==> config.mk <==
export PLATFORM = sky130hd
export DESIGN_NAME = melody_sequencer
export DESIGN_NICKNAME = d
export VERILOG_FILES = /design/src/rtl/melody_sequencer.sv
export SDC_FILE = /design/constraint.sdc
export NUM_CORES = 1
export LEC_CHECK = 0
export ABC_AREA = 0
export BUFFER_PORTS_ARGS = -buffer_cell sky130_fd_sc_hd__buf_2
export CAP_MARGIN = 0
export CORE_MARGIN = 2
export CORE_UTILIZATION = 28
export DETAILED_ROUTE_END_ITERATION = 10
export PLACE_DENSITY = 0.49
export SLEW_MARGIN = 30
export SYNTH_ARGS = -nofsm -noshare
export SYNTH_HDL_FRONTEND = slang
export SYNTH_SLANG_ARGS = --single-unit
==> constraint.sdc <==
create_clock -name clock_in -period 2.5 [get_ports clock_in]
set_input_delay 0.25 -clock clock_in [delete_from_list [all_inputs] [get_ports clock_in]]
set_output_delay 0.25 -clock clock_in [all_outputs]
set_load 0.02 [all_outputs]
==> src/rtl/melody_sequencer.sv <==
// Melody sequencer: steps through a fixed note table and drives the tone divider.
// Optional build macro MELODY_LOOP_EN adds a 'loop' input that restarts the song instead of ending it.
module melody_sequencer #(
    parameter logic [27:0] TEMPO_DIV  = 28'd6000000,
    parameter logic [27:0] GAP_CYCLES = 28'd1200000,
    parameter int          SONG_LEN   = 8
) (
    input  logic        clock_in,
    input  logic        rst_n,
    input  logic        start,
    input  logic        stop,
`ifdef MELODY_LOOP_EN
    input  logic        loop,
`endif
    output logic [27:0] tone_divisor,
    output logic        tone_en,
    output logic [3:0]  step,
    output logic        busy,
    output logic        done
);

    localparam logic [2:0] S_IDLE = 3'd0;
    localparam logic [2:0] S_LOAD = 3'd1;
    localparam logic [2:0] S_PLAY = 3'd2;
    localparam logic [2:0] S_GAP  = 3'd3;
    localparam logic [2:0] S_DONE = 3'd4;

    localparam logic [3:0] LAST_STEP = 4'(SONG_LEN - 1);

    // Table entry packs {code[3:0], dur[2:0]}; entries past SONG_LEN are never reached.
    function automatic logic [6:0] rom_entry(input logic [3:0] idx);
        logic [6:0] e;
        case (idx)
            4'd0:    e = {4'd1,  3'd2};
            4'd1:    e = {4'd3,  3'd2};
            4'd2:    e = {4'd5,  3'd2};
            4'd3:    e = {4'd6,  3'd2};
            4'd4:    e = {4'd8,  3'd4};
            4'd5:    e = {4'd0,  3'd1};
            4'd6:    e = {4'd8,  3'd4};
            4'd7:    e = {4'd1,  3'd7};
            4'd8:    e = {4'd10, 3'd2};
            4'd9:    e = {4'd8,  3'd2};
            4'd10:   e = {4'd6,  3'd2};
            4'd11:   e = {4'd5,  3'd2};
            4'd12:   e = {4'd3,  3'd2};
            4'd13:   e = {4'd1,  3'd4};
            4'd14:   e = {4'd0,  3'd1};
            default: e = {4'd1,  3'd4};
        endcase
        return e;
    endfunction

    function automatic logic [27:0] code_divisor(input logic [3:0] code);
        logic [27:0] d;
        case (code)
            4'd1:    d = 28'd91733;
            4'd2:    d = 28'd86586;
            4'd3:    d = 28'd81727;
            4'd4:    d = 28'd77138;
            4'd5:    d = 28'd72810;
            4'd6:    d = 28'd68723;
            4'd7:    d = 28'd64867;
            4'd8:    d = 28'd61224;
            4'd9:    d = 28'd57790;
            4'd10:   d = 28'd54545;
            4'd11:   d = 28'd51484;
            4'd12:   d = 28'd48595;
            default: d = 28'd0;
        endcase
        return d;
    endfunction

    logic [2:0]  state_q, state_d;
    logic [3:0]  step_q, step_d;
    logic [27:0] cnt_q, cnt_d;
    logic [2:0]  beats_q, beats_d;
    logic [27:0] div_q, div_d;
    logic        en_q, en_d;
    logic        busy_q, busy_d;
    logic        done_q, done_d;

    logic [6:0]  entry;
    logic [3:0]  cur_code;
    logic [2:0]  cur_dur;
    logic        tick;
    logic        gap_end;
    logic        last_step;

    assign entry     = rom_entry(step_q);
    assign cur_code  = entry[6:3];
    assign cur_dur   = entry[2:0];
    assign tick      = (cnt_q == TEMPO_DIV - 28'd1);
    assign gap_end   = (GAP_CYCLES == 28'd0) || (cnt_q == GAP_CYCLES - 28'd1);
    assign last_step = (step_q >= LAST_STEP);

    always_comb begin
        // NOTE: every next-state value defaults to its register so no branch below can infer a latch.
        state_d = state_q;
        step_d  = step_q;
        cnt_d   = cnt_q;
        beats_d = beats_q;
        div_d   = div_q;
        en_d    = en_q;
        done_d  = 1'b0;

        case (state_q)
            S_IDLE: begin
                if (start && !stop) begin
                    state_d = S_LOAD;
                    step_d  = 4'd0;
                    cnt_d   = 28'd0;
                end
            end
            S_LOAD: begin
                div_d   = code_divisor(cur_code);
                en_d    = (cur_code >= 4'd1) && (cur_code <= 4'd12);
                beats_d = (cur_dur == 3'd0) ? 3'd1 : cur_dur;
                cnt_d   = 28'd0;
                state_d = S_PLAY;
            end
            S_PLAY: begin
                if (tick) begin
                    cnt_d   = 28'd0;
                    beats_d = beats_q - 3'd1;
                    if (beats_q <= 3'd1) begin
                        state_d = S_GAP;
                        en_d    = 1'b0;
                    end
                end else begin
                    cnt_d = cnt_q + 28'd1;
                end
            end
            S_GAP: begin
                if (gap_end) begin
                    cnt_d = 28'd0;
                    if (!last_step) begin
                        step_d  = step_q + 4'd1;
                        state_d = S_LOAD;
                    end else begin
`ifdef MELODY_LOOP_EN
                        if (loop) begin
                            step_d  = 4'd0;
                            state_d = S_LOAD;
                        end else begin
                            state_d = S_DONE;
                            done_d  = 1'b1;
                        end
`else
                        state_d = S_DONE;
                        done_d  = 1'b1;
`endif
                    end
                end else begin
                    cnt_d = cnt_q + 28'd1;
                end
            end
            S_DONE: begin
                state_d = S_IDLE;
                en_d    = 1'b0;
            end
            default: begin
                state_d = S_IDLE;
                en_d    = 1'b0;
            end
        endcase

        // Abort wins over every transition above; the divisor is left as-is.
        if (stop && (state_q != S_IDLE)) begin
            state_d = S_IDLE;
            step_d  = 4'd0;
            cnt_d   = 28'd0;
            beats_d = 3'd0;
            en_d    = 1'b0;
            done_d  = 1'b0;
        end

        busy_d = (state_d != S_IDLE);
    end

    // NOTE: non-blocking assignments here so every register samples the pre-edge values of the others.
    always_ff @(posedge clock_in) begin
        if (!rst_n) begin
            state_q <= S_IDLE;
            step_q  <= 4'd0;
            cnt_q   <= 28'd0;
            beats_q <= 3'd0;
            div_q   <= 28'd0;
            en_q    <= 1'b0;
            busy_q  <= 1'b0;
            done_q  <= 1'b0;
        end else begin
            state_q <= state_d;
            step_q  <= step_d;
            cnt_q   <= cnt_d;
            beats_q <= beats_d;
            div_q   <= div_d;
            en_q    <= en_d;
            busy_q  <= busy_d;
            done_q  <= done_d;
        end
    end

    assign tone_divisor = div_q;
    assign tone_en      = en_q;
    assign step         = step_q;
    assign busy         = busy_q;
    assign done         = done_q;

    a_step_in_range: assert property (@(posedge clock_in) disable iff (!rst_n) step_q <= LAST_STEP);
    a_tone_needs_busy: assert property (@(posedge clock_in) disable iff (!rst_n) en_q |-> busy_q);
    a_done_single: assert property (@(posedge clock_in) disable iff (!rst_n) done_q |=> !done_q);

endmodule

======== Word-level counts from Yosys, hierarchy flattened ========
Memories as Yosys holds them, arrays and structs flattened. A register that Yosys moved wholly into a read port is not among the register bits.
Cells that the tools add are included.
word-level totals
  flip-flop bits (word level) ............. 69
  latch bits .............................. 0
  memory bits (writable) .................. 0
  ROM bits ................................ 384
  input bits .............................. 4
  output and inout bits ................... 35
  word-level logic and storage cells ...... 74
  memories ................................ 2
operators by class
  $add $sub $neg .......................... 3
  $mul .................................... 0
  div/mod/pow operators ................... 0
  magnitude comparators ................... 4
  equality and inequality tests ........... 10
  shifts and indexed selects .............. 0
  muxes and demuxes ....................... 24
  bitwise gates (word level) .............. 4
  reduce and logical (&&, ||, !) cells .... 19
memories
  name             depth  width  read ports  clocked after memory_dff  wr ports  line  source
  (no name shown)  16     17     1           1                         0         56    case (code)
  (no name shown)  16     7      1           1                         0         33    case (idx)
operators with widths
  cell                   number
  $pmux 28 s4            1
  $mux 28                3
  $add 28x1->28 const B  1
  $eq 28x21->1 const B   1
  $eq 28x23->1 const B   1
  $mux 3                 8
  $mux 4                 5
  $pmux 3 s4             1
  $ne 2x2->1 const B     5
  $pmux 4 s2             1
  $eq 3x2->1 const B     2
  $logic_not 3->1        2
  $pmux 3 s2             1
  $reduce_bool 3->1      2
  $add 4x1->4 const B    1
  $ge 4x1->1 const B     1
  $ge 4x3->1 const B     1
  $le 4x4->1 const B     1
  $not 1->1              4
  $reduce_and 2->1       2
  $reduce_and 4->1       1
  $reduce_bool 2->1      2
  $reduce_bool 4->1      1
  $reduce_or 2->1        2
  9 further kinds        14

======== Depth between registers and ports, before layout ========
Gate-level depths: netlist (run 1).
  word-level depth ........................ 6
  depth in mapped cells ................... 9
  depth with buffers taken out ............ 9

======== Worst setup path before layout (run 1) ========
No wires, ideal clock.
  path type ............................... reg2reg
  start ................................... register cnt_q[21]
  end ..................................... register entry[3] (netlist name)
  setup time .............................. 143 ps
  arrival ................................. 2116 ps
  data required time ...................... 2357 ps
  path slack .............................. 241 ps
  cell stages (with the launch flop) ...... 8
  path buffers ............................ 0
  clock period less this slack ............ 2259 ps
  cells stage by stage .................... dfxtp_1 -> or4b_4 -> nor4_4 -> and3_2 -> nand3_4 -> mux2_4 -> a21oi_1 -> o221ai_1
on the way
  word-level cells in the longest chain between the ends .. 5
RTL lines
  item                                  line  source
  from (decl)                           76    logic [27:0] cnt_q, cnt_d;
  from (signal assigned)                195   cnt_q <= cnt_d;
  $eq 28x21->1                          94    assign gap_end = (GAP_CYCLES == 28'd0) || (cnt_q == GAP_CYCLES - 28'd1);
  $ne 2x2->1 (no source line)           -
  $reduce_and 4->1 (no source line)     -
  $mux 4 (no source line) (2 in a row)  -
Every way passes these cells.
A chain may end at the register's enable or synchronous reset.

======== Final worst setup path (run 1) ========
  start ................................... register cnt_q[21]
  end ..................................... register entry[3] (netlist name)
on the way
  word-level cells in the longest chain between the ends .. 5
RTL lines
  item                                  line
  $eq 28x21->1                          94
  $ne 2x2->1 (no source line)           -
  $reduce_and 4->1 (no source line)     -
  $mux 4 (no source line) (2 in a row)  -
Every way passes these cells.

==> results of run 1 <==
[power groups by stage]
stage / logic (W) / clock network, W / registers (W)
CTS: 0.000164 / 0.00125 / 0.00107
global placement: 0.000164 / 0 / 0.00109
finish: 0.000164 / 0.00121 / 0.00107
detailed placement: 0.000164 / 0 / 0.00109
global route: 0.000183 / 0.00130 / 0.00107
floorplan: 0.000115 / 0 / 0.00110
[flip-flops by register name, indices dropped and copies added (netlist names)]
| signal | count |
|---|---|
| state_q | 3 |
| done | 1 |
| tone_divisor | 17 |
| beats_q | 3 |
| entry | 7 |
| cnt_q | 28 |
| busy | 1 |
| step | 4 |
| tone_en | 1 |
[routing by layer]
metal | track usage (%) | vias to the layer above | part of all wire [%]
li1 | - | 1506 | -
met1 | 16.0 | 1332 | 50
met2 | 19.0 | 52 | 44
met3 | 3.28 | 12 | 4.0
met4 | 5.85 | 0 | 1.8
met5 | 0 | - | 0
[cells by family after synthesis]
family          after synthesis  share of synthesized area [%]
compound gates               94                           19.0
xor+xnor                     16                           4.09
fa+ha+maj                    11                           4.01
buf+inv                      44                           6.31
flops                        65                           37.9
mux                           3                           1.06
other cells                   1                          0.109
simple gates                177                           27.5
[through the flow]
step	cell area, µm²	hold slack, ns	total power (W)	worst slack, ns
2_1_floorplan	3470	0.458	0.00122	0.241
3_3_place_gp	3730	0.447	0.00125	0.157
3_5_place_dp	3730	0.453	0.00125	0.0706
4_1_cts	4020	0.338	0.00248	0.0628
5_1_grt	4080	0.394	0.00255	0.00214
6_report	4080	0.362	0.00245	0.114
[cells in the final DEF, fill, tap and decap left out, drive strengths merged, types with 3 or more instances in the layout]
cell	n
a21oi	21
o211a	4
nor3	10
clkbuf	14
inv	13
xor2	9
conb	11
and3	10
nor4	7
xnor2	7
nand4	3
nand4b	3
o21ai	28
a21boi	10
and2	6
o311ai	4
nand2b	7
a31oi	3
o211ai	4
nor3b	3
ha	11
nand2	43
or3	7
dfxtp	65
clkinv	3
nor2	47
nand3b	3
buf	45
nand3	20
[worst max path at each step]
stage                     startpoint        to  cells after the start
after floorplan            cnt_q[21]  entry[3]                      7
after global placement     cnt_q[21]  cnt_q[7]                      7
after detailed placement   cnt_q[21]  cnt_q[7]                      7
after CTS                  cnt_q[21]  cnt_q[7]                      7
after global routing       cnt_q[21]  entry[3]                      7
final                      cnt_q[21]  entry[3]                      7
[worst max-delay path: cells and delay by family, from the launching register on]
kind               cells  cell delay [ns]
and+or+nand+nor        4             1.30
muxes                  1             0.36
DFF                    1             0.32
AOI/OAI and AO/OA      2             0.26
[layout make-up]
cell class	instances	area, µm²
multi-input combinational	312	1970
tap	147	184
sequential	65	1300
inverter	14	53.8
clock buffer	14	284
timing repair buffer	45	270
clock inverter	2	10.0
fill	1241	7890
[repair_timing]
| action | CTS | global route |
|---|---|---|
| setup buffers | 0 | 4 |
| resized for setup | 0 | 4 |
| setup endpoints to repair | 0 | 5 |
==> metrics, run 1 <==
YS warnings=0; pwr dens=600 mW/mm²; clk slew on worst S/H paths=0.05 ns; # diodes=0; ys async rst share=0%; crit path DAT=2.58 ns; Vias/cell=4.84; clk_lat worst skew=0.33 ns; FMAX=0.419 GHz; CTS sink count=65; die area=0.0131 mm²; placed insts=579; wire length per cell=12.7 µm; die extent in y=115 µm; Peak VDD IR=0.000397 V; depth of the worst hold-timing path=4; global-route wire length before repair=12900 µm; GRT Util Overall=12.3%; Clk network pwr share=49.6%; Die X=115 µm; worst hold-check path type=in -> reg; synth top area cells=dfxtp_1 (38%), nor2_1 (5.1%), nand2_1 (4.7%), ha_1 (4.0%), o21ai_0 (3.5%); switching power=0.000560 W; Combinational Power Share=6.7%; sequential area share after synthesis=37.9%; drt first pass iters=4; Crit Path Class=reg -> reg; FF-to-FF setup slack=0.11 ns; DRT Wirelength=7620 µm; Worst path slowest cell=or4b_4; Sw Ratio=22.9%; CTS Hold Bufs=0; Top FF cell, synth=dfxtp_1; grt ovf=0; Port Buffers=27; core area=0.0120 mm²; cts bufs inserted=9; Max Slew Vio Count=0; CTS Root Cell=clkbuf_16; RR Endpoint=entry[3]; H-Tree Depth=3; Placer Congestion=0.761; Rel. slew slack=48.6%; r2r startpoint=cnt_q[21]; Final ANT Viol Nets=0; row count=40; Worst Reg-to-Reg Cells=7; top-count cell post-synth=dfxtp_1; Via Count=2902; RSZ-0062 raised after global routing=no; share of cells above drive strength 1=17.3%; Post-Syn Area=0.00343 mm²; hold path startpoint=stop; period utilisation layout=95.4%; Ports=39; CP required=2.70 ns; fin cells=599; DRC viols=0; part of the power in registers=43.7%; final hold violations=0; Max-Cap Viols=0; #FFs+latches synth=65; Startpoint Class=register; crit-path max FO=6; fin crit period=2.39 ns; clock skew=0.00402 ns; status=completed; CP peak stage delay=0.55 ns; HPWL Detailed=5630 µm; area leader, netlist=dfxtp_1; vias in the first global route=2730; Post-Syn Instances=411; Worst Hold End=state_q[0]; Synth cell types=67; initial antenna violation count=0; final net count=462; Clock Path Buffers=2; Starting Density=28.7%; drt initial violations=121; area grow syn2layout=18.8%; Leakage=1.58 nW; CP cell instances=or4b_4 -> nor4_4 -> and3_2 -> nand3_4 -> mux2_4 -> a21oi_1 -> o221ai_1; share of the synthesized area in the top cell type=37.9%; cell-internal power=0.00189 W; Slew @ Worst Pin=0.770 ns; synthesized area per cell=8.34 µm²; TNS Setup=0 ns; largest net degree at the start of global routing=28; final setup fails=0; Post-synth EDFFs=0; Layout Utilization=34.1%; CP endpoint kind=register; Commonest cells post-synth=dfxtp_1 (65), nor2_1 (47), nand2_1 (43); CTS tree=yes
Power figures use the tool's default switching activity.
==> run 2: changes to the inputs <==
--- a/config.mk
+++ b/config.mk
@@ -9,9 +9,9 @@
 export BUFFER_PORTS_ARGS = -buffer_cell sky130_fd_sc_hd__buf_2
 export CAP_MARGIN = 0
 export CORE_MARGIN = 2
-export CORE_UTILIZATION = 28
+export CORE_UTILIZATION = 58
 export DETAILED_ROUTE_END_ITERATION = 10
-export PLACE_DENSITY = 0.49
+export PLACE_DENSITY = 0.84
 export SLEW_MARGIN = 30
 export SYNTH_ARGS = -nofsm -noshare
 export SYNTH_HDL_FRONTEND = slang
==> run 2 against run 1 <==
Die area shrank 50%. Via count grew 1.3%. Utilization grew 31 points. Maximum frequency grew 2.8%. First-iteration DRC count grew 110%. Clock skew grew 0.0034 ns. Hold slack lost 0.047 ns. Global-route usage grew 11 points. Clock power shrank 44%. Clock-buffer cell count shrank 4.
==> metrics, run 2 (synthesis gave the netlist of run 1 again) <==
Peak VDD IR=0.000383 V; Vias/cell=5.71; met2 Use GR=36.8%; Largest register FFs=28; Crit Path Class=reg -> reg; CTS Root Cell=clkbuf_8; cts bufs inserted=9; Leakage=1.47 nW; CTS tree=yes; CP endpoint kind=register; Max-Cap Viols=0; Placer Congestion=0.835; # diodes=0; DRC viols=0; gr busiest metal=met2; worst hold-check path type=in -> reg; share of cells above drive strength 1=14.8%; Startpoint Class=register; status=completed; CTS sink count=65; depth of the worst hold-timing path=2; clk slew on worst S/H paths=0.06 ns; initial antenna violation count=0; Worst path slowest cell=or4b_4; drt first pass iters=5; fill cell count=464; DRT Wirelength=6960 µm; clk_lat worst skew=0.33 ns; Rel. slew slack=47.7%; largest reg by FF count=cnt_q; GRT Util Overall=23.3%; Ports=39; most frequent cells in the layout=dfxtp_1 (65), nor2_1 (47), nand2_1 (43); FMAX=0.431 GHz; Clock Path Buffers=2; CTS Hold Bufs=0; CP peak stage delay=0.55 ns; CP required=2.68 ns; die area=0.00654 mm²; Final ANT Viol Nets=0; area grow syn2layout=9.74%; Max Slew Vio Count=0; core area=0.00582 mm²; Reg area=0.00130 mm²; Port Buffers=27; Starting Density=59.0%; wire length per cell=13.5 µm; Via Count=2941; period utilisation layout=92.8%; global-route wire length before repair=12000 µm; Die X=80.9 µm; final setup fails=0; critical path's top delay family=simple AND/OR/NAND/NOR gates; fin crit period=2.32 ns; drt initial violations=260; Worst Reg-to-Reg Cells=7; TNS Setup=0 ns; die extent in y=80.9 µm; RSZ-0062 raised after global routing=no; HPWL Detailed=4940 µm; pwr dens=508 mW/mm²; crit-path max FO=6; CP cell instances=or4b_4 -> nor4_4 -> and3_2 -> nand3_4 -> mux2_4 -> a21oi_1 -> o221ai_1; clock skew=0.00739 ns; Buf/Inv on CP=0; Slew @ Worst Pin=0.784 ns; final hold violations=0; met1 Use GR=31.2%; H-Tree Depth=3; vias in the first global route=2649; grt ovf=0; Layout Utilization=64.7%; RR Endpoint=entry[3]; leading cell type in the layout, fill and taps excluded=dfxtp_1; row count=28; hold path startpoint=rst_n; r2r startpoint=cnt_q[21]; final net count=454; Worst Hold End=tone_divisor[3]; largest net degree at the start of global routing=28; grt met3 use=4.89%; crit path DAT=2.50 ns; FF-to-FF setup slack=0.18 ns; area of the multi-input gates=0.00195 mm²
## run 2: changes by cell type in the layout (fill, tap and decap cells not counted), sizes merged
cell and change:
buf -8, clkbuf -4
## run 2: what timing repair did
item	4_1_cts	5_1_grt
gates resized for setup	0	1
setup endpoints to repair	0	6
buffers inserted	0	2
## run 2: routing by layer
metal,part of all wire (%),wire length [µm]
met1,48,3360
met2,45,3150
met3,5.2,364
met4,1.3,91
met5,0,0
## run 2: where the power goes
part           internal (W)  total [W]  leakage, nW  switching, W
logic             0.0000526   0.000162        0.867      0.000109
registers           0.00105    0.00107        0.525     0.0000121
clock network      0.000334   0.000682       0.0737      0.000349
## run 2: stage by stage
stage / std cells / hold WS [ns] / worst slack (ns) / area, µm² / total power (W)
floorplan: 421 / 0.458 / 0.241 / 3470 / 0.00122
global placement: 501 / 0.446 / 0.166 / 3610 / 0.00125
detailed placement: 501 / 0.456 / 0.0790 / 3610 / 0.00125
CTS: 513 / 0.306 / 0.0657 / 3740 / 0.00193
global route: 515 / 0.331 / 0.0283 / 3760 / 0.00199
finish: 515 / 0.314 / 0.179 / 3760 / 0.00191
## run 2: how the worst max path moves through the flow
| stage | from | endpoint | slack, ns | depth (start not counted) |
|---|---|---|---|---|
| final | cnt_q[21] | entry[3] | 0.18 | 7 |
| after global routing | cnt_q[0] | cnt_q[3] | 0.03 | 8 |
| after CTS | cnt_q[21] | entry[3] | 0.07 | 7 |
| after detailed placement | cnt_q[21] | entry[3] | 0.08 | 7 |
| after global placement | cnt_q[21] | entry[3] | 0.17 | 7 |
| after floorplan | cnt_q[21] | entry[3] | 0.24 | 7 |
## run 2: layout make-up
cell class	instances	area share (%)
flip-flops and latches	65	34.6
clock buffers	10	3.39
multi-input cells	312	51.9
repair buffers	37	5.92
well taps	75	2.49
inverters	14	1.43
clock inverters	2	0.266
## run 2: worst reg2reg max path, delay by kind of cell, from the launching register on
kind	cells	cell delay, ns
and+or+nand+nor	4	1.20
muxes	1	0.36
DFF	1	0.33
AOI/OAI and AO/OA	2	0.28
==> run 3: changes to the inputs <==
--- a/config.mk
+++ b/config.mk
@@ -9,9 +9,9 @@
 export BUFFER_PORTS_ARGS = -buffer_cell sky130_fd_sc_hd__buf_2
 export CAP_MARGIN = 0
 export CORE_MARGIN = 2
-export CORE_UTILIZATION = 58
+export CORE_UTILIZATION = 53
 export DETAILED_ROUTE_END_ITERATION = 10
-export PLACE_DENSITY = 0.84
+export PLACE_DENSITY = 0.81
 export SLEW_MARGIN = 30
 export SYNTH_ARGS = -nofsm -noshare
 export SYNTH_HDL_FRONTEND = slang
==> constraint.sdc (replaced) <==
create_clock -name clock_in -period 1.9 [get_ports clock_in]
set_input_delay 0.19 -clock clock_in [delete_from_list [all_inputs] [get_ports clock_in]]
set_output_delay 0.19 -clock clock_in [all_outputs]
set_load 0.02 [all_outputs]
==> run 3 against run 2 <==
Final area is 19% higher. Die area is 9.0% higher. Critical path depth is 1 higher. Cell count grew 14%. The flow now finishes with violations (setup timing). Non-clock buffer count increased by 63. Sequential cell count did not move. First-iteration DRC count fell by 40%. Clock power is 70% higher. Register-to-register slack worse by 0.55 ns. Total power rose by 49%. Global-route usage increased by 1.9 points. Critical endpoint is now entry[6]. Routed wire length up 29%.
==> metrics, run 3 (synthesis gave the netlist of run 1 again) <==
status=finished with violations; failing checks=setup timing; final setup margin=-0.367 ns; final net count=518; most frequent cells in the layout=buf_4 (64), dfxtp_1 (62), nor2_1 (45); fin crit period=2.27 ns; Worst path slowest cell=or4b_4; Leakage=1.83 nW; Sw Ratio=26.1%; area of the multi-input gates=0.00210 mm²; CP endpoint kind=register; H-Tree Depth=3; initial antenna violation count=0; Via Count=3388; area grow syn2layout=30.4%; DR WL met3=493 µm; Reg area=0.00131 mm²; Final ANT Viol Nets=0; crit path DAT=2.53 ns; dpl cell area=0.00408 mm²; met2 WL=4300 µm; Max-Cap Viols=0; Startpoint Class=register; Vias/cell=5.79; leading cell type in the layout, fill and taps excluded=buf_4; RSZ-0062 raised after global routing=yes; CP cell instances=or4b_4 -> nor4_4 -> buf_4 -> nand3_4 -> o211a_1 -> o21ai_4 -> inv_2 -> o31ai_2; share of cells above drive strength 1=31.3%; largest reg by FF count=cnt_q; switching power=0.000743 W; Layout Utilization=70.8%; Ports=39; vias in the first global route=3191; grt ovf=0; cts bufs inserted=9; crit-path max FO=6; Clk network pwr share=40.8%; Clock Path Buffers=2; DRC viols=0; drt initial violations=156; Worst Reg-to-Reg Cells=8; part of the power in registers=49.3%; Max Slew Vio Count=0; core area=0.00631 mm²; fill cell count=456; final hold violations=0; cell-internal power=0.00210 W; GRT Util Overall=25.2%; die area=0.00713 mm²; placed insts=560; Top Metal Used=met4; Largest register FFs=28; Die X=84.4 µm; fin cells=585; final setup fails=44; CTS tree=yes; CP required=2.16 ns; Combinational Power Share=9.9%; drt first pass iters=4; CTS Root Cell=clkbuf_8; largest net degree at the start of global routing=28; Slew @ Worst Pin=0.786 ns; FMAX=0.441 GHz; CP peak stage delay=0.55 ns; Rel. slew slack=47.5%; clock skew=0.0144 ns; DRT met1 WL=3850 µm; clk slew on worst S/H paths=0.07 ns; CTS sink count=65; # diodes=0; Port Buffers=27; clk_lat worst skew=0.35 ns; Placer Congestion=0.909; Starting Density=54.3%; Crit Path Class=reg -> reg; CTS Hold Bufs=0; Final Instance Area=0.00447 mm²; depth of the worst hold-timing path=3; global-route wire length before repair=14500 µm; period utilisation layout=119%; DRT Wirelength=8970 µm; worst hold-check path type=in -> reg; HPWL Detailed=5880 µm; row count=29; pwr dens=636 mW/mm²; die extent in y=84.4 µm; wire length per cell=15.3 µm; Peak VDD IR=0.000422 V
-- run 3: cell types whose count changed in the layout (fill, tap and decap cells not counted), moves of 4 or more --
cell     before  now
buf_4         9   64
buf_6         0    8
o21ai_0      24   18
a21oi_1      21   17
-- run 3: final cells by class --
class	instances	share of cell area [%]
multi-input cells	313	47.0
flip-flops and latches	65	29.2
clock buffers	11	2.94
repair buffers	100	16.2
clock inverters	5	1.26
well taps	77	2.15
inverters	14	1.20
-- run 3: final timing paths --
kind	from	end	slack, ns
hold reg to reg	tone_divisor[0]	tone_divisor[0]	0.46
hold / removal	rst_n	tone_divisor[9]	0.31
setup reg to reg	cnt_q[23]	entry[6]	-0.37
setup / recovery	cnt_q[23]	entry[6]	-0.37
-- run 3: timing repair --
item                       4_1_cts  5_1_grt
cloned                           1        0
gates resized for setup         24       15
setup endpoints to repair       44       46
pin swaps                        8       17
buffers inserted                 8        2
-- run 3: per-layer routing --
metal | vias to the layer above | GRT usage, %
met1 | 1596 | 30.5
met4 | 0 | 11.4
li1 | 1624 | -
met5 | - | 0
met3 | 32 | 6.10
met2 | 136 | 42.4
-- run 3: stage by stage --
stage	hold WS, ns	setup WS [ns]	TNS, ns	total power [W]
6_report	0.307	-0.367	-10.55	0.00284
5_1_grt	0.313	-0.492	-14.81	0.00293
4_1_cts	0.291	-0.296	-6.81	0.00283
3_5_place_dp	0.454	-0.316	-8.08	0.00168
3_3_place_gp	0.446	-0.250	-5.12	0.00168
2_1_floorplan	0.420	-0.209	-3.18	0.00160
-- run 3: power by group through the flow --
stage          Clock, W  Sequential (W)  Combinational [W]
6_report        0.00116         0.00140           0.000281
3_3_place_gp          0         0.00143           0.000245
2_1_floorplan         0         0.00145           0.000154
4_1_cts         0.00116         0.00140           0.000267
3_5_place_dp          0         0.00143           0.000252
5_1_grt         0.00122         0.00140           0.000304
-- run 3: worst max-delay path: cells and delay by family (launching register included) --
kind	cells	cell delay [ns]
AOI/OAI and AO/OA	3	0.74
buffers and inverters	2	0.27
DFF	1	0.32
and+or+nand+nor	3	0.84
